===== src/rtl/scrambler_ctrl.sv =====
// -----------------------------------------------------------------------------
// scrambler_ctrl
// Frame controller for a 10-bit word scrambler datapath. A start pulse in IDLE
// latches the 64-bit LFSR seed and the frame length, writes the two seed words
// into the datapath (0x068 = seed[31:0], 0x069 = seed[63:32]), then streams
// words from the input handshake into the datapath until the frame length is
// reached, and finally pulses done for one cycle.
//
// Ports
//   clk, rst            : single clock, synchronous active-high reset
//   start               : frame start pulse, honoured only in IDLE
//   cfg_seed_lo/hi      : LFSR seed words [31:0] / [63:32]
//   cfg_blk_len         : words per frame, 0 means 256
//   s_valid/s_data      : input word stream, s_ready back-pressure
//   sel_enable/sel_bits : per-word step request and bits to the datapath
//   sel_write/sel_addr/sel_lfsrdin : seed register write port
//   busy, done, word_cnt: status
//   frame_cnt           : completed frame counter (only with SCR_FRAME_CNT_EN)
//
// Build option: define SCR_FRAME_CNT_EN to add the 16-bit frame_cnt output.
// -----------------------------------------------------------------------------
module scrambler_ctrl (
    input  logic        clk,
    input  logic        rst,
    input  logic        start,
    input  logic [31:0] cfg_seed_lo,
    input  logic [31:0] cfg_seed_hi,
    input  logic [7:0]  cfg_blk_len,
    input  logic        s_valid,
    input  logic [9:0]  s_data,
    output logic        s_ready,
    output logic        sel_enable,
    output logic [9:0]  sel_bits,
    output logic        sel_write,
    output logic [11:0] sel_addr,
    output logic [31:0] sel_lfsrdin,
    output logic        busy,
    output logic        done,
    output logic [7:0]  word_cnt
`ifdef SCR_FRAME_CNT_EN
    ,
    output logic [15:0] frame_cnt
`endif
);

    typedef enum logic [2:0] {
        ST_IDLE    = 3'd0,
        ST_SEED_LO = 3'd1,
        ST_SEED_HI = 3'd2,
        ST_RUN     = 3'd3,
        ST_DONE    = 3'd4
    } state_e;

    state_e      state_q, state_d;
    logic [31:0] seed_lo_q, seed_lo_d;
    logic [31:0] seed_hi_q, seed_hi_d;
    logic [7:0]  blk_len_q, blk_len_d;
    logic [7:0]  word_cnt_q, word_cnt_d;

    logic        ready_s;
    logic        accept_s;
    logic        last_s;
    logic        sel_write_s;
    logic [11:0] sel_addr_s;
    logic [31:0] sel_lfsrdin_s;
    logic        busy_s;
    logic        done_s;

    assign accept_s = s_valid & ready_s;
    // A length of 0 encodes 256: the 8-bit count 255+1 wraps to 0 and matches.
    assign last_s   = ((word_cnt_q + 8'd1) == blk_len_q);

    // State and frame-context registers
    always_ff @(posedge clk) begin
        if (rst) begin
            state_q    <= ST_IDLE;
            seed_lo_q  <= 32'h0000_0000;
            seed_hi_q  <= 32'h0000_0000;
            blk_len_q  <= 8'd0;
            word_cnt_q <= 8'd0;
        end else begin
            state_q    <= state_d;
            seed_lo_q  <= seed_lo_d;
            seed_hi_q  <= seed_hi_d;
            blk_len_q  <= blk_len_d;
            word_cnt_q <= word_cnt_d;
        end
    end

    // Next-state, configuration latch and word counter update
    always_comb begin
        state_d    = state_q;
        seed_lo_d  = seed_lo_q;
        seed_hi_d  = seed_hi_q;
        blk_len_d  = blk_len_q;
        word_cnt_d = word_cnt_q;
        case (state_q)
            ST_IDLE: begin
                if (start) begin
                    seed_lo_d  = cfg_seed_lo;
                    seed_hi_d  = cfg_seed_hi;
                    blk_len_d  = cfg_blk_len;
                    word_cnt_d = 8'd0;
                    state_d    = ST_SEED_LO;
                end else begin
                    state_d    = ST_IDLE;
                end
            end
            ST_SEED_LO: state_d = ST_SEED_HI;
            ST_SEED_HI: state_d = ST_RUN;
            ST_RUN: begin
                if (accept_s) begin
                    word_cnt_d = word_cnt_q + 8'd1;
                    if (last_s) begin
                        state_d = ST_DONE;
                    end else begin
                        state_d = ST_RUN;
                    end
                end else begin
                    state_d = ST_RUN;
                end
            end
            ST_DONE: state_d = ST_IDLE;
            default: state_d = ST_IDLE;
        endcase
    end

    // Output decode from the registered state
    always_comb begin
        ready_s       = 1'b0;
        sel_write_s   = 1'b0;
        sel_addr_s    = 12'h000;
        sel_lfsrdin_s = 32'h0000_0000;
        busy_s        = 1'b1;
        done_s        = 1'b0;
        case (state_q)
            ST_IDLE: busy_s = 1'b0;
            ST_SEED_LO: begin
                sel_write_s   = 1'b1;
                sel_addr_s    = 12'h068;
                sel_lfsrdin_s = seed_lo_q;
            end
            ST_SEED_HI: begin
                sel_write_s   = 1'b1;
                sel_addr_s    = 12'h069;
                sel_lfsrdin_s = seed_hi_q;
            end
            ST_RUN:  ready_s = 1'b1;
            ST_DONE: done_s  = 1'b1;
            default: busy_s  = 1'b0;
        endcase
    end

    assign s_ready     = ready_s;
    // Only RUN raises ready, so the step request can never overlap a seed write.
    assign sel_enable  = accept_s;
    assign sel_bits    = accept_s ? s_data : 10'h000;
    assign sel_write   = sel_write_s;
    assign sel_addr    = sel_addr_s;
    assign sel_lfsrdin = sel_lfsrdin_s;
    assign busy        = busy_s;
    assign done        = done_s;
    assign word_cnt    = word_cnt_q;

`ifdef SCR_FRAME_CNT_EN
    logic [15:0] frame_cnt_q;

    // Completed-frame counter, advances on the edge that leaves DONE
    always_ff @(posedge clk) begin
        if (rst) begin
            frame_cnt_q <= 16'h0000;
        end else if (state_q == ST_DONE) begin
            frame_cnt_q <= frame_cnt_q + 16'h0001;
        end else begin
            frame_cnt_q <= frame_cnt_q;
        end
    end

    assign frame_cnt = frame_cnt_q;
`else
    // Frame counter not built.
`endif

endmodule


===== config.mk =====
export PLATFORM = sky130hd
export DESIGN_NAME = scrambler_ctrl
export DESIGN_NICKNAME = d
export VERILOG_FILES = /design/src/rtl/scrambler_ctrl.sv
export SDC_FILE = /design/constraint.sdc
export NUM_CORES = 1
export LEC_CHECK = 0
export ABC_AREA = 1
export CAP_MARGIN = 20
export CORE_AREA = 2 2 93 95
export CTS_CLUSTER_SIZE = 30
export DETAILED_ROUTE_END_ITERATION = 10
export DIE_AREA = 0 0 95 97
export PLACE_DENSITY = 0.82
export SETUP_SLACK_MARGIN = 0.02
export SYNTH_ARGS = -nofsm -noshare
export SYNTH_HDL_FRONTEND = slang
export SYNTH_SLANG_ARGS = --single-unit

===== constraint.sdc =====
create_clock -name clk -period 2.2 [get_ports clk]
set_clock_uncertainty 0.05 [all_clocks]
set_input_delay 0.22 -clock clk [delete_from_list [all_inputs] [get_ports clk]]
set_output_delay 0.22 -clock clk [all_outputs]
set_load 0.01 [all_outputs]

==> results.toml <==
[outcome]
status = "complete, no violations"

[logic_synthesis]
netlist_instances = 502
flip_flop_and_latch_count_after_synthesis = 83
yosys.cell_types.count = 30
synth_sequential_area_ratio_pct = 45.1
ys_warn_count = 0
synth.avg_cell_area_um2 = 7.34
synth_area_um2 = 3680

[global_route]
grt_first_pass_wirelength_um = 16200
globalRouteOverflowTotal = 0
grt_pass1_vias = 3610
groute.usage.overall_pct = 21.8
antenna_found_initial = 0
grt_max_degree = 85

[clocking]
cts_tree = "built"
root_buffer = "clkbuf_8"
number_of_clock_sinks = 83
cts_htree_levels = 3
ctsLongestPathBuffers = 2
clock_insertion_delay_worst_skew_ns = 0.35
clock_edge_transition_at_the_registers_on_the_reported_setup_and_hold_paths_ns = 0.10
cts_inserted_buffers = 9
hold_fix_buffers_at_cts = 0

[placed_design]
detailed_place.area_um2 = 5190
place_hpwl_um = 7320
io_buffer_count = 144
finalWeightedCongestion = 0.834
preCtsSetupSlack_ns = 0.175

[routing]
drc = 0
vias = 3771
dr.first_iter.drc_count = 109
vias_per_cell = 5.08
post_drt_wl_per_cell_um = 13.7
ant_nets = 0
detailed_route_wl_um = 10200
dr.pass1.iters = 5

[min_path]
holdCritStartpoint = "seed_lo_q[15]$_SDFFE_PP0P_"
hold_end = "seed_lo_q[15]$_SDFFE_PP0P_"
worst_hold_path_type = "flop to flop"
worst_hold_path.num_cells = 2

[worst_setup_path]
crit_fanout = 5
regToRegStartpoint = "word_cnt[0]$_SDFFE_PP0P_"
reg2reg_slack_ns = 0.44
critical_path.startpoint_type = "flop"
cp_data_required_time_ns = 1.93
worst_r2r_path_depth = 10
critPathArrivalTime_ns = 1.78
crit-reg2reg-capture = "state_q[0]$_SDFF_PP0_"
type_of_the_setup_path_with_the_least_slack = "flop to output port"
critPathCaptureType = "output port"

[power]
vdd_ir_drop_max_v = 0.000406
finalPower_mw = 3.57
leakagePower_nw = 2.33
pwr_density_nw_per_um2 = 668

[floorplan]
die_x_um = 95
die_y_um = 97
initial_utilization_pct = 45.3
placement_rows = 33
core_area_um2 = 8130
die_area_um2 = 9220
io-pin-count = 153

[cells_and_area]
filler_cell_count = 677
antenna-diode-count = 0
flow.area_growth_from_synthesis_pct = 45.1
fraction_of_layout_instances_using_a_drive_strength_above_1_pct = 9.11
final_cell_area_um2 = 5340
fin_nets = 719

[timing]
finalHoldViolCount = 0
finalWorstPathRequiredPeriod_ns = 2.05
min_period_over_period_pct = 93.0
final_critical_path_setup_slack_ns = 0.154
final-setup-viol-count = 0
hold_ws_ns = 0.406
finalSetupTns_ns = 0
timing.final.max_slew_violations = 0
max_freq_mhz = 489
unrepaired_setup_endpoints_after_global_routing = "no"

[job]
timing.max_cap.violations = 0
worst max-delay path, stage by stage, from the launching register on:
cell and delay, ns:
dfxtp_2 0.34, inv_2 0.08, nor2_4 0.05, inv_1 0.08, nor2_2 0.05, inv_2 0.12, nand2_2 0.10, or3_1 0.31
dlygate4sd2_1 0.29
cell type report:
cell class              instances  area [µm²]  share of cell area, %
clock inverters                 6        55.1                   1.03
well taps                     105         131                   2.46
clock buffers                  10         138                   2.58
flip-flops and latches         83        1660                   31.1
inverters                      99         374                   7.00
repair buffers                155        1520                   28.5
multi-input cells             284        1460                   27.3
Yosys cell counts:
cell type,n,area share (%)
xor2_1,1,0.24
dfxtp_1,83,45
nand3_1,17,2.3
nand4_2,1,0.34
nand2_2,2,0.34
or3_1,1,0.17
nand2_1,37,3.8
clkinv_2,2,0.27
inv_2,4,0.41
nand3_4,1,0.48
o21ai_0,73,9.9
nor2_1,16,1.6
a21oi_1,82,11
clkbuf_1,24,2.4
nor2_4,1,0.31
nand4_1,4,0.68
o21ai_2,1,0.24
nand3_2,1,0.27
buf_2,7,0.95
nor3_2,1,0.27
buf_6,1,0.31
buf_4,11,2.2
clkinv_1,2,0.20
xnor2_1,2,0.48
conb_1,1,0.10
o22ai_1,32,5.4
nand3b_1,1,0.20
nor3_1,1,0.14
inv_1,91,9.3
ha_1,1,0.34
flip-flops by register name, summed over array words and instances, names as in the netlist:
name / cells
blk_len_q: 8
seed_hi_q: 32
seed_lo_q: 32
word_cnt: 8
state_q: 3
through the flow:
step,std cells,util (%)
final,742,65.7
after global routing,742,65.7
after detailed placement,725,63.8
after floorplan,509,-
after CTS,742,65.8
after global placement,725,63.8
cell usage in the layout, fill, tap and decap left out, types with 2 or more instances in the layout:
cell type,instances
nand2_2,3
inv_8,2
nand3_1,17
nor2_1,15
clkinv_2,2
o21ai_0,73
dlymetal6s2s_1,11
dlygate4sd2_1,12
buf_4,7
clkinv_1,2
clkinvlp_4,2
nand4_1,4
nand2_1,36
a21oi_1,82
inv_6,2
inv_2,4
inv_1,91
buf_12,4
dfxtp_1,81
clkdlybuf4s50_1,101
clkbuf_2,13
o22ai_1,32
xnor2_1,2
conb_1,8
dfxtp_2,2
clkbuf_8,10
clkdlybuf4s15_1,7
timing repair:
item | in CTS | in global routing
buffers inserted | 1 | 0
gates resized for setup | 35 | 45
setup endpoints to repair | 36 | 36
routing by layer:
metal  vias up  track usage (%)  wire, µm
li1       1891                -         -
met1      1719             25.6      4140
met2       140             36.6      4950
met3        21             7.40       863
met4         0             8.03       210
met5         -                0         0
worst max path at each step:
stage                                  endpoint                      from  depth (start not counted)
final                                      busy     state_q[1]$_SDFF_PP0_                          8
after detailed placement         sel_lfsrdin[3]     state_q[1]$_SDFF_PP0_                          8
after global routing                       busy     state_q[1]$_SDFF_PP0_                          8
after CTS                       sel_lfsrdin[27]     state_q[1]$_SDFF_PP0_                          7
after global placement           sel_lfsrdin[4]     state_q[1]$_SDFF_PP0_                          8
after floorplan           state_q[0]$_SDFF_PP0_  word_cnt[0]$_SDFFE_PP0P_                         10
logic make-up after synthesis:
logic type / synth area share (%)
flops: 45.1
simple gates: 10.9
other cells: 0.102
fa+ha+maj: 0.340
buf+inv: 16.1
compound gates: 26.7
xor+xnor: 0.713
power by group:
part | switching, mW | internal, mW | leakage (nW)
Clock | 0.604 | 0.465 | 0.0934
Sequential | 0.0458 | 1.65 | 0.686
Combinational | 0.431 | 0.370 | 1.55
(Power assumes the default switching activity.)
